## config.mk

```make
export PLATFORM = sky130hd
export DESIGN_NAME = clyde_tk_sched
export DESIGN_NICKNAME = d
export VERILOG_FILES = /design/src/rtl/clyde_pkg.sv /design/src/rtl/clyde_w_lfsr.sv /design/src/rtl/clyde_tk_sched.sv
export SDC_FILE = /design/constraint.sdc
export NUM_CORES = 1
export LEC_CHECK = 0
export ABC_AREA = 1
export CORE_MARGIN = 4
export CORE_UTILIZATION = 51
export DETAILED_ROUTE_END_ITERATION = 10
export PLACE_DENSITY = 0.87
export SYNTH_ARGS = -nofsm -noshare
export SYNTH_HDL_FRONTEND = slang
export SYNTH_SLANG_ARGS = --single-unit
export TNS_END_PERCENT = 1
```

## constraint.sdc

```tcl
create_clock -name clk -period 4.9 [get_ports clk]
set_clock_uncertainty 0.15 [all_clocks]
set_input_delay 0.98 -clock clk [delete_from_list [all_inputs] [get_ports clk]]
set_output_delay 0.98 -clock clk [all_outputs]
set_load 0.01 [all_outputs]
```

## src/rtl/clyde_pkg.sv

```systemverilog
// Shared constants, state encoding and tweak/round-constant update functions
// for the Clyde-128 round schedulers.
package clyde_pkg;

    localparam int NROUNDS = 12;
    localparam int HALF = 64;
    localparam logic [3:0] W_INIT = 4'b0001;

    typedef enum logic [1:0] {
        S_IDLE,
        S_LOAD,
        S_ROUND,
        S_DONE
    } state_t;

    // phi({b, a}) = {a, a ^ b}; period 3 over the tweak halves
    function automatic logic [2*HALF-1:0] phi(input logic [2*HALF-1:0] d);
        return {d[HALF-1:0], d[HALF-1:0] ^ d[2*HALF-1:HALF]};
    endfunction

    // Round-constant LFSR step
    function automatic logic [3:0] lfsr(input logic [3:0] w);
        return {w[2:0], w[3] ^ w[0]};
    endfunction

endpackage

```

## src/rtl/clyde_w_lfsr.sv

```systemverilog
// 4-bit round-constant register: reloads W_INIT or advances one LFSR step.
module clyde_w_lfsr
    import clyde_pkg::*;
(
    input  logic       clk,
    input  logic       rst_n,
    input  logic       load,
    input  logic       step,
    output logic [3:0] w
);

    // Load has priority over step; value holds otherwise
    always_ff @(posedge clk) begin
        if (!rst_n) begin
            w <= W_INIT;
        end else if (load) begin
            w <= W_INIT;
        end else if (step) begin
            w <= lfsr(w);
        end
    end

endmodule

```

## src/rtl/clyde_tk_sched.sv

```systemverilog
// Round scheduler and public tweakey-material generator for masked Clyde-128.
// One load cycle, NROUNDS round cycles, one done cycle; outputs decode from
// registers only.
module clyde_tk_sched
    import clyde_pkg::*;
#(
    parameter int Nbits   = 128,
    parameter int NROUNDS = clyde_pkg::NROUNDS
) (
    input  logic             clk,
    input  logic             rst_n,
    input  logic             start,
    input  logic [Nbits-1:0] tweak,
    output logic             ready,
    output logic             ctrl_load,
    output logic             ctrl_round,
    output logic             ctrl_W_addition,
    output logic             ctrl_TK_addition,
    output logic [3:0]       W,
    output logic [Nbits-1:0] delta,
    output logic             done
);

    localparam int RCW = $clog2(NROUNDS);
    localparam logic [RCW-1:0] RC_LAST = RCW'(NROUNDS - 1);

    state_t         state;
    state_t         state_nxt;
    logic [RCW-1:0] rc;
    logic           accept;
    logic           last_round;

    assign accept     = (state == S_IDLE) && start;
    assign last_round = (state == S_ROUND) && (rc == RC_LAST);

    // State register
    always_ff @(posedge clk) begin
        if (!rst_n) begin
            state <= S_IDLE;
        end else begin
            state <= state_nxt;
        end
    end

    // Next-state logic
    always_comb begin
        state_nxt = state;
        case (state)
            S_IDLE:  if (start) state_nxt = S_LOAD;
            S_LOAD:  state_nxt = S_ROUND;
            S_ROUND: if (rc == RC_LAST) state_nxt = S_DONE;
            S_DONE:  state_nxt = S_IDLE;
            default: state_nxt = S_IDLE;
        endcase
    end

    // Output decode from state and round counter
    always_comb begin
        ready            = 1'b0;
        ctrl_load        = 1'b0;
        ctrl_round       = 1'b0;
        ctrl_W_addition  = 1'b0;
        ctrl_TK_addition = 1'b0;
        done             = 1'b0;
        case (state)
            S_IDLE: ready = 1'b1;
            S_LOAD: begin
                ctrl_load        = 1'b1;
                ctrl_TK_addition = 1'b1;
            end
            S_ROUND: begin
                ctrl_round       = 1'b1;
                ctrl_W_addition  = 1'b1;
                ctrl_TK_addition = rc[0];
            end
            S_DONE:  done = 1'b1;
            default: ready = 1'b0;
        endcase
    end

    // Tweak-derived delta and round counter; phi at LOAD exit and after odd rounds
    always_ff @(posedge clk) begin
        if (!rst_n) begin
            delta <= '0;
            rc    <= '0;
        end else begin
            case (state)
                S_IDLE: begin
                    if (start) begin
                        delta <= tweak;
                        rc    <= '0;
                    end
                end
                S_LOAD: delta <= phi(delta);
                S_ROUND: begin
                    if (rc[0]) delta <= phi(delta);
                    rc <= last_round ? '0 : rc + RCW'(1);
                end
                default: rc <= '0;
            endcase
        end
    end

    clyde_w_lfsr u_w_lfsr (
        .clk   (clk),
        .rst_n (rst_n),
        .load  (accept),
        .step  (state == S_ROUND),
        .w     (W)
    );

endmodule

```

==> reports/qor.yml <==
status: "completed"
grt_start_max_net_pins: 107
wl_met3_um: 2220
critical_path_class: "reg -> out"
rows: 46
die_area_mm2: 0.0187
htreeDepth: 4
path_delay_family: "buffers and inverters"
gp_congestion: 0.832
postCtsSetupRepairBufs: 0
setup_viol: 0
wl_per_cell_um: 13.9
vias: 9231
power_density_mw_per_mm2: 766
cts.repair.resized: 0
final_cell_mix: "nand2_1 (466), clkdlybuf4s50_1 (267), nor2_1 (215)"
first_global_vias: 8424
topRoutingLayerUsed: "met4"
final_hold_viol_count: 0
diodes: 0
timing.rr.end: "delta[79]"
critPathBufInv: 3
clk_pin_slew_worst_paths_ns: 0.06
crit_chain: "inv_1 > ha_2 > inv_4 > a21oi_1 > clkdlybuf4s50_1"
drtIter0Drc: 768
yosys_warnings: 0
finalSetupTns_ns: 0
worst_slew_pin_slew_ns: 0.989
start_util_pct: 52.7
start_kind: "flip-flop"
grt_setup_unrepaired: "false"
crit_cells: 5
fillers: 1340
routed_via_density: 5.07
cts_root_buf: "clkbuf_16"
grt_pass1_wl_um: 40100
fin_util_pct: 71.0
drc_errors: 0
p_comb_share_pct: 62.1
grt_use_total_pct: 26.3
cp_slowest_stage_delay_ns: 0.56
portBuffers: 268
wl_um: 25200
synth_cells: 1384
syn-cell-area_mm2: 0.00846
ant_nets: 0
clk_latency_ns: 0.43
yosys_register_bits: 138
cp.required_ns: 3.77
finalCriticalPeriod_ns: 3.66
dr.pass1.iters: 5
crit_fanout: 89
post-dp-hpwl_um: 16200
die_w_um: 137
core-area_mm2: 0.0161
worstSetupEndpointType: "output port"
holdBufCountCts: 0
finalWorstSetupSlack_ns: 1.24
fin_area_mm2: 0.0114
nNetsFinal: 1727
seqPwrFrac_pct: 21.2
reg2reg_depth: 8
antenna_found_initial: 0
rrSetupSlack_ns: 1.79
p_leak_nw: 5.52
slew_viol_final: 0
cts_tree: "built"
final_common_cell: "nand2_1"
slew_headroom_pct: 34.1
dp_slack_ns: 1.58
seq_area_frac_synth_pct: 32.6
drive_gt1_share_pct: 6.11
max_clock_freq_ghz: 0.273
cts_made_buffers: 17
min_to: "u_w_lfsr.w[3]"
area_growth_pct: 34.7
hp-class: "reg -> reg"
cp.arrival_ns: 2.53
p_int_mw: 4.55
yosys.cell_types.count: 24
slowest_stage: "inv_4"
finalCritPeriodShare_pct: 74.7
ir_drop_mv: 0.755
holdPathStages: 2
min_from: "u_w_lfsr.w[2]"
wl_met1_um: 10600
cap_viol_max_count: 0
cts_sinks: 138
synth_nets: 1521
wl_met2_um: 11800
swShare_pct: 47.9
postPlaceCellArea_mm2: 0.0107
power_switching_mw: 4.18
p_clk_share_pct: 16.7
io_pins: 269
die_h_um: 137
gr-total-overflow: 0
avgSynthCellArea_um2: 6.11
worstReg2RegStart: "state[0]"
clockBufferDepth: 2
## registers in the layout, indices dropped and copies added, names as in the netlist
signal / count
u_w_lfsr.w: 4
delta: 128
rc: 4
state: 2
## per-layer routing
| metal | global-route usage [%] | vias up |
|---|---|---|
| met4 | 8.65 | 0 |
| met5 | 0 | - |
| li1 | - | 4651 |
| met1 | 34.2 | 4157 |
| met2 | 42.7 | 380 |
| met3 | 6.69 | 43 |
## worst register-to-register path, delay by kind of cell (launching register included)
kind / cells / cell delay (ns)
buf+inv: 3 / 1.59
simple gates: 3 / 0.44
flops: 1 / 0.38
fa+ha+maj: 1 / 0.32
compound gates: 1 / 0.16
## worst max-delay path by stage
| stage | from | to |
|---|---|---|
| 6_report | state[0] | ctrl_TK_addition |
| 5_1_grt | state[0] | ctrl_TK_addition |
| 4_1_cts | state[0] | ctrl_TK_addition |
| 3_5_place_dp | start | delta[10] |
| 3_3_place_gp | start | delta[74] |
| 2_1_floorplan | state[0] | ctrl_TK_addition |
## kinds of logic after synthesis
kind of cell             after synthesis  share of synthesized area, %
AND/OR/NAND/NOR                      936                          46.3
buffers and inverters                228                          15.6
flip-flops                           138                          32.6
adder cells (fa/ha/maj)                6                         0.887
AO/OA/AOI/OAI                         75                          4.46
XOR/XNOR                               1                         0.104
## synth_stat cells
cell type    n  share of area, %
inv_2        2             0.089
a21oi_1      8              0.47
nor3_1       1             0.059
inv_1      138               6.1
nor2_1     215               9.5
ha_1         6              0.89
a21o_1       1             0.089
nand3_1    198                12
inv_6        1              0.10
o21ai_0     66               3.9
nand2_2      3              0.22
buf_4       11              0.98
nand2_1    466                21
clkbuf_8     1              0.16
buf_8        5              0.89
xnor2_1      1              0.10
nor2_2      49               3.6
buf_2       22               1.3
dfxtp_1    138                33
clkbuf_1    12              0.53
buf_12       6               1.4
nand3_2      2              0.24
buf_6       30               4.0
nand2_4      2              0.27
## per-stage QoR
step	instances	power [mW]	hold WS (ns)
2_1_floorplan	1384	6.14	0.309
3_3_place_gp	1787	7.12	0.328
3_5_place_dp	1787	7.24	0.329
4_1_cts	1819	8.76	0.340
5_1_grt	1819	9.55	0.365
6_report	1819	8.73	0.346
## power by group through the flow
| stage | Sequential (mW) | Combinational (mW) | Clock (mW) |
|---|---|---|---|
| finish | 1.85 | 5.42 | 1.46 |
| global route | 1.91 | 6.12 | 1.53 |
| CTS | 1.85 | 5.44 | 1.47 |
| detailed placement | 1.86 | 5.38 | 0 |
| global placement | 1.85 | 5.27 | 0 |
| floorplan | 1.98 | 4.17 | 0 |
## area by class of cell
class	count	area, µm²	share of cell area [%]
Clock buffer	22	484	4.25
Clock inverter	10	188	1.65
Inverter	141	537	4.71
Multi-Input combinational cell	1018	4400	38.6
Sequential cell	138	2760	24.2
Tap cell	216	270	2.37
Timing Repair Buffer	274	2760	24.2
No activity file was read; power rests on OpenSTA's default activity.
